--- src/rtl/wb_stage_if.sv ---
// Interface for the writeback stage. It carries the MEM/WB inputs, the decode
// read ports and the published writeback and retire state.
interface wb_stage_if;
  logic [31:0] MEM_data;
  logic        MEM_vld;
  logic        MEM_reg_wr;
  logic [4:0]  MEM_rd;
  logic [4:0]  ID_rs1_idx;
  logic [4:0]  ID_rs2_idx;
  logic [31:0] ID_rs1_data;
  logic [31:0] ID_rs2_data;
  logic [31:0] WB_data;
  logic [4:0]  WB_rd;
  logic        WB_wr;
  logic        WB_vld;
  logic [63:0] WB_retired;

  modport master (
    output MEM_data, MEM_vld, MEM_reg_wr, MEM_rd, ID_rs1_idx, ID_rs2_idx,
    input  ID_rs1_data, ID_rs2_data, WB_data, WB_rd, WB_wr, WB_vld, WB_retired
  );

  modport slave (
    input  MEM_data, MEM_vld, MEM_reg_wr, MEM_rd, ID_rs1_idx, ID_rs2_idx,
    output ID_rs1_data, ID_rs2_data, WB_data, WB_rd, WB_wr, WB_vld, WB_retired
  );
endinterface

--- src/rtl/wb_stage.sv ---
// Writeback stage: MEM/WB register, 32x32 register file, retire counter.
// Define WB_RF_BYPASS_EN to let the read ports see the WB-stage write directly.
module wb_stage (
  input logic       clk,
  input logic       rst,
  wb_stage_if.slave bus
);

  logic [31:0] data_q, data_d;
  logic [4:0]  rd_q, rd_d;
  logic        wr_q, wr_d;
  logic        vld_q, vld_d;
  logic [63:0] retired_q, retired_d;
  logic [31:0] rf_q [32];
  logic [31:0] rs1_data, rs2_data;

  always_comb begin
    vld_d     = bus.MEM_vld;
    wr_d      = bus.MEM_vld & bus.MEM_reg_wr & (bus.MEM_rd != '0);
    rd_d      = bus.MEM_rd;
    data_d    = bus.MEM_data;
    retired_d = vld_q ? retired_q + 64'd1 : retired_q;
  end

  always_ff @(posedge clk) begin
    if (rst) begin
      vld_q     <= 1'b0;
      wr_q      <= 1'b0;
      rd_q      <= '0;
      data_q    <= '0;
      retired_q <= '0;
      for (int unsigned i = 0; i < 32; i++) rf_q[i] <= '0;
    end else begin
      vld_q     <= vld_d;
      wr_q      <= wr_d;
      rd_q      <= rd_d;
      data_q    <= data_d;
      retired_q <= retired_d;
      if (wr_q) rf_q[rd_q] <= data_q;
    end
  end

  // Reads are masked during reset: the array is only cleared at the reset edge.
  always_comb begin
    rs1_data = rf_q[bus.ID_rs1_idx];
`ifdef WB_RF_BYPASS_EN
    if (wr_q && (rd_q == bus.ID_rs1_idx)) rs1_data = data_q;
`endif
    if (rst || (bus.ID_rs1_idx == '0)) rs1_data = '0;
  end

  always_comb begin
    rs2_data = rf_q[bus.ID_rs2_idx];
`ifdef WB_RF_BYPASS_EN
    if (wr_q && (rd_q == bus.ID_rs2_idx)) rs2_data = data_q;
`endif
    if (rst || (bus.ID_rs2_idx == '0)) rs2_data = '0;
  end

  assign bus.ID_rs1_data = rs1_data;
  assign bus.ID_rs2_data = rs2_data;
  assign bus.WB_data     = data_q;
  assign bus.WB_rd       = rd_q;
  assign bus.WB_wr       = wr_q;
  assign bus.WB_vld      = vld_q;
  assign bus.WB_retired  = retired_q;

endmodule

--- src/flat_wrapper.sv ---
// flat-port wrapper written by rule: the top's interface ports become plain ports
module wb_stage_flat 
  (clk, rst, bus_MEM_data, bus_MEM_vld, bus_MEM_reg_wr, bus_MEM_rd, bus_ID_rs1_idx, bus_ID_rs2_idx, bus_ID_rs1_data, bus_ID_rs2_data, bus_WB_data, bus_WB_rd, bus_WB_wr, bus_WB_vld, bus_WB_retired);
  wb_stage_if bus_i ();
  input logic clk;
  input logic rst;
  input wire logic [$bits(bus_i.MEM_data)-1:0] bus_MEM_data;
  input wire logic [$bits(bus_i.MEM_vld)-1:0] bus_MEM_vld;
  input wire logic [$bits(bus_i.MEM_reg_wr)-1:0] bus_MEM_reg_wr;
  input wire logic [$bits(bus_i.MEM_rd)-1:0] bus_MEM_rd;
  input wire logic [$bits(bus_i.ID_rs1_idx)-1:0] bus_ID_rs1_idx;
  input wire logic [$bits(bus_i.ID_rs2_idx)-1:0] bus_ID_rs2_idx;
  output wire logic [$bits(bus_i.ID_rs1_data)-1:0] bus_ID_rs1_data;
  output wire logic [$bits(bus_i.ID_rs2_data)-1:0] bus_ID_rs2_data;
  output wire logic [$bits(bus_i.WB_data)-1:0] bus_WB_data;
  output wire logic [$bits(bus_i.WB_rd)-1:0] bus_WB_rd;
  output wire logic [$bits(bus_i.WB_wr)-1:0] bus_WB_wr;
  output wire logic [$bits(bus_i.WB_vld)-1:0] bus_WB_vld;
  output wire logic [$bits(bus_i.WB_retired)-1:0] bus_WB_retired;
  assign bus_i.MEM_data = bus_MEM_data;
  assign bus_i.MEM_vld = bus_MEM_vld;
  assign bus_i.MEM_reg_wr = bus_MEM_reg_wr;
  assign bus_i.MEM_rd = bus_MEM_rd;
  assign bus_i.ID_rs1_idx = bus_ID_rs1_idx;
  assign bus_i.ID_rs2_idx = bus_ID_rs2_idx;
  assign bus_ID_rs1_data = bus_i.ID_rs1_data;
  assign bus_ID_rs2_data = bus_i.ID_rs2_data;
  assign bus_WB_data = bus_i.WB_data;
  assign bus_WB_rd = bus_i.WB_rd;
  assign bus_WB_wr = bus_i.WB_wr;
  assign bus_WB_vld = bus_i.WB_vld;
  assign bus_WB_retired = bus_i.WB_retired;
  wb_stage u_core (.clk(clk), .rst(rst), .bus(bus_i));
endmodule
--- config.mk ---
export PLATFORM = sky130hd
export DESIGN_NAME = wb_stage_flat
export DESIGN_NICKNAME = d
export VERILOG_FILES = /design/src/rtl/wb_stage_if.sv /design/src/rtl/wb_stage.sv /design/src/flat_wrapper.sv
export SDC_FILE = /design/constraint.sdc
export NUM_CORES = 2
export LEC_CHECK = 0
export ABC_CLOCK_PERIOD_IN_PS = 2300
export BUFFER_PORTS_ARGS = -buffer_cell sky130_fd_sc_hd__buf_2
export CAP_MARGIN = 20
export CORE_MARGIN = 2
export CORE_UTILIZATION = 55
export CTS_BUF_LIST = sky130_fd_sc_hd__clkbuf_8
export CTS_CLUSTER_SIZE = 28
export DETAILED_ROUTE_END_ITERATION = 10
export HOLD_SLACK_MARGIN = 0.15
export PLACE_DENSITY = 0.75
export SYNTH_ARGS = -nofsm -noshare
export SYNTH_HDL_FRONTEND = slang
export SYNTH_SLANG_ARGS = --single-unit
--- constraint.sdc ---
create_clock -name clk -period 2.3 [get_ports clk]
set_clock_uncertainty 0.2 [all_clocks]
set_input_delay 0 -clock clk [delete_from_list [all_inputs] [get_ports clk]]
set_output_delay 0 -clock clk [all_outputs]
set_load 0.005 [all_outputs]
Word-level counts from Yosys, hierarchy flattened
Memories as Yosys holds them, arrays and structs flattened.
Index checks and enable logic that the tools add are counted.
- register bits after elaboration: 103
- bits in latches: 0
- bits in writable memories: 1024
- ROM bits: 0
- input port bits: 51
- output and inout bits: 167
- logic and storage cells: 25
- memories kept: 1
- memories (name ; depth ; bits a word ; rd ports ; clocked after Yosys merged registers in ; wr ports ; RTL line ; text):
    u_core.rf_q ; 32 ; 32 ; 2 ; 0 ; 32 ; wb_stage.sv:14 ; logic [31:0] rf_q [32];
- $add $sub $neg: 1
- multipliers: 0
- divide/modulo/power cells: 0
- order comparisons: 0
- equal/unequal tests: 0
- shifts and indexed selects: 0
- muxes and demuxes: 10
- bitwise gates (word level): 2
- reductions and logical operators: 6
- operators by type and width (kind ; count):
    32-bit 2-to-1 mux ; 3
    64-bit by 1-bit adder with 64-bit output (second input constant) ; 1
    32-bit OR reduction ; 1
    5-bit zero test ; 2
    1-bit 2-to-1 mux ; 6
    5-bit 2-to-1 mux ; 1
    5-bit nonzero test ; 1
    1-bit bitwise AND ; 2
    1-bit logical OR ; 2

Longest topological paths before layout
- word-level depth: 5
- depth in mapped cells: 8
- mapped depth without buffers: 6

Worst setup path after synthesis
Ideal clock, no wire load.
- kind: register to register
- start point: register u_core.rd_q[4] (netlist: u_core.bus.WB_rd[4])
- end point: memory u_core.rf_q[18][0] (enable)
- library setup time: 0.375 ns
- arrival: 1.642 ns
- data required time: 1.725 ns
- slack: 0.084 ns
- cell stages (with the launch flop): 4
- buffers on the path: 0
- clock period less this slack: 2.216 ns
- cell sequence: dfxtp_1 -> or3b_2 -> nor2_1 -> or2_2
- RTL lines (what ; RTL line ; text):
    from (decl) ; wb_stage.sv:10 ; logic [4:0] rd_q, rd_d;
    from (signal assigned) ; wb_stage.sv:36 ; rd_q <= rd_d;
    to (decl) ; wb_stage.sv:14 ;

==> results.md <==
- Pint: 34.2 mW
- Worst hold path class: flop to flop
- Final count of negative-setup-slack endpoints: 76
- Routed WL per cell: 31.4 um
- Status: finished, violations left
- Synth Instances: 3905
- Detailed placer's ending HPWL: 115 mm
- Final hold viol count: 0
- PortBufs: 217
- CP Cell Sequence: mux4_2 > mux2i_1 > buf_4 > o22ai_2 > or2_4 > buf_6
- Rel. slew slack: 0.491
- Critical path class: flop to output port
- Seq pwr share: 0.502
- Ys Warns: 0
- Switch share: 0.255
- Utilization after layout: 0.679
- Worst-margin pin slew: 0.761 ns
- Vias per cell: 6.64
- DR WL met2: 87.5 mm
- Fin crit period: 2.86 ns
- Final #Nets: 4489
- Fin cells: 5995
- Residual DRC: 34
- Async set or reset register ratio after synthesis: 0
- Antenna-violating nets left: 0
- Buf+Inv Stages, Crit Path: 2
- Die area: 109000 um^2
- Final Cycle Share: 1.24
- Final instance area: 71600 um^2
- CTS buffer count: 187
- # Max-Cap Violations: 0
- Mean post-synth cell area: 15.0 um^2
- RSZ-0062 raised after global routing: yes
- Total gr overflow: 0
- Initial DRC count: 5511
- Number of synthesized flops with an enable pin: 1024
- Chip Width: 330 um
- First-pass GRT wire length: 271 mm
- Post-synth top flop: edfxtp_1
- Max Used Layer: met5
- Failing checks: design-rule violations, negative setup slack
- Post-Place Worst Slack: -0.0263 ns
- Met1 WL: 66.0 mm
- Max Slew Vio Count: 0
- DR vias: 39808
- Delay-heaviest family, CP: multiplexers
- Power per cell area: 642 nW/um^2
- H-Tree Depth: 4
- Clk Latency, worst-skew pair: 0.89 ns
- DRT Wirelength: 188 mm
- Gp weighted congestion: 0.897
- Synthesized flop and latch total: 1127
- Hold WS: 0.303 ns
- Mapped cell area: 58500 um^2
- Net Sw Power: 11.7 mW
- CP endpoint kind: output port
- Unique masters post-synth: 40
- Core Area: 105000 um^2
- Clk buf depth: 3
- Die Ht: 330 um
- Filler cells: 6906
- Root Driver: clkbuf_8
- Met3 routed WL: 24.4 mm
- Initial antenna violation count: 5
- Slowest library cell on the worst path: mux4_2
- Number of global-route vias before repair: 40781
- Row count: 119
- Placed insts: 5513
- Worst Path Arrival: 2.66 ns
- Worst-path fanout max: 2
- Area grow syn2layout: 22.3%
- Placed instance area: 64500 um^2
- CTS tree: yes
- CTS sink count: 1127
- Largest net degree at the start of global routing: 62
- Sequential area share after synthesis: 0.561
- Setup WS post-layout: -0.559 ns
- Mapped Nets: 3957
- Data required time of the worst path: 2.10 ns
- Initial Util: 0.555
- Combinational share of power: 0.121
- VDD IR max: 0.752 mV
- Fmax: 0.350 GHz
- I/O pin cnt: 218
- CP max stage delay: 0.50 ns
- Leakage: 27.0 nW
- Clk network pwr share: 0.377
- Tot GR Track Use: 0.348
- Layout cells sized above 1: 0.371
- Clk slew on worst S/H paths: 0.06 ns
- Setup crit start kind: flop
- DRT Pass-1 Iters: 9
area by class of cell:
class / count / area [um^2] / share of cell area
Sequential cell: 1127 / 32800 / 0.459
Multi-Input combinational cell: 2385 / 26100 / 0.365
Timing Repair Buffer: 731 / 7240 / 0.101
Clock buffer: 204 / 2810 / 0.0392
Tap cell: 1391 / 1740 / 0.0243
Clock inverter: 144 / 787 / 0.0110
Antenna cell: 8 / 20.0 / 0.000280
Inverter: 5 / 18.8 / 0.000262
timing repair:
item,CTS,global route
endpoints found under the hold margin,761,0
gates resized for setup,322,90
pin swaps,82,46
setup endpoints to repair,90,91
buffers inserted,0,7
hold buffers,119,0
final timing paths:
path	slack, ns	cells past startpoint	startpoint	endpoint
max	-0.56	6	u_core.rf_q[23][29]	bus_ID_rs2_data[29]
min	0.30	2	u_core.bus.WB_retired[46]	u_core.bus.WB_retired[46]
max reg2reg	-0.02	6	u_core.bus.WB_wr	u_core.rf_q[23][18]
min reg2reg	0.30	2	u_core.bus.WB_retired[46]	u_core.bus.WB_retired[46]
power by group through the flow:
stage | Sequential, mW | Combinational, mW | Clock (mW)
2_1_floorplan | 23.4 | 2.56 | 0
3_3_place_gp | 23.4 | 4.58 | 0
3_5_place_dp | 23.5 | 4.64 | 0
4_1_cts | 23.1 | 5.26 | 17.3
5_1_grt | 23.1 | 5.68 | 18.3
6_report | 23.1 | 5.54 | 17.3
logic make-up after synthesis:
kind of cell,Yosys count,synth area share
adders and majority gates,1,0.000214
DFF,1127,0.561
AOI/OAI and AO/OA,183,0.0193
and+or+nand+nor,1395,0.146
muxes,769,0.241
xor gates and xnor gates,37,0.00554
buffers and inverters,393,0.0273
stage by stage:
stage          power (mW)  TNS, ns
2_1_floorplan        25.9        0
3_3_place_gp         28.0  -0.0335
3_5_place_dp         28.1  -0.0932
4_1_cts              45.6   -31.47
5_1_grt              47.1   -33.36
6_report             45.9   -30.32
layer usage:
layer / vias to the layer above / global-route usage
li1: 16014 / -
met1: 20158 / 0.448
met2: 3010 / 0.537
met3: 624 / 0.106
met4: 2 / 0.183
met5: - / 0
state kept, by name, summed over array words and instances, names as in the netlist:
register               cells
u_core.rf_q             1024
u_core.bus.WB_vld          1
u_core.bus.WB_retired     64
u_core.bus.WB_data        32
u_core.bus.WB_rd           5
u_core.bus.WB_wr           1
cell usage after synthesis, drive strengths merged, types with 11 or more instances:
library cell,number,area (um^2)
and2,1029,6440
edfxtp,1024,30700
mux4,512,11500
mux2i,257,2570
clkbuf,255,957
buf,133,624
o22ai,128,801
dfxtp,103,2060
or2,99,619
nor2,81,304
nor2b,40,250
nand4,28,203
xor2,28,245
a21oi,27,135
nand2,26,97.6
nand3,23,115
o31ai,15,113
or4,14,105
or3,11,68.8
layout by cell type (no fill, tap or decap), types with 35 or more instances in the layout:
cell           instances
inv_1                 66
nor2b_1               39
o22ai_2               57
mux4_2               512
nor2_1                49
buf_4                265
clkinv_1              50
edfxtp_1            1024
or2_2                 35
buf_6                 54
buf_12               128
o22ai_1               44
mux2i_1              144
buf_2                158
dfxtp_1               95
clkbuf_8             204
mux2i_2               52
and2_1              1028
or2_4                 54
mux2i_4               61
dlygate4sd3_1        119
worst min-delay path: cells and delay by family (launching register included):
family | cells | cell delay, ns
AO/OA/AOI/OAI | 2 | 0.13
flip-flops | 1 | 0.33
No activity file was read; power rests on OpenSTA's default activity.
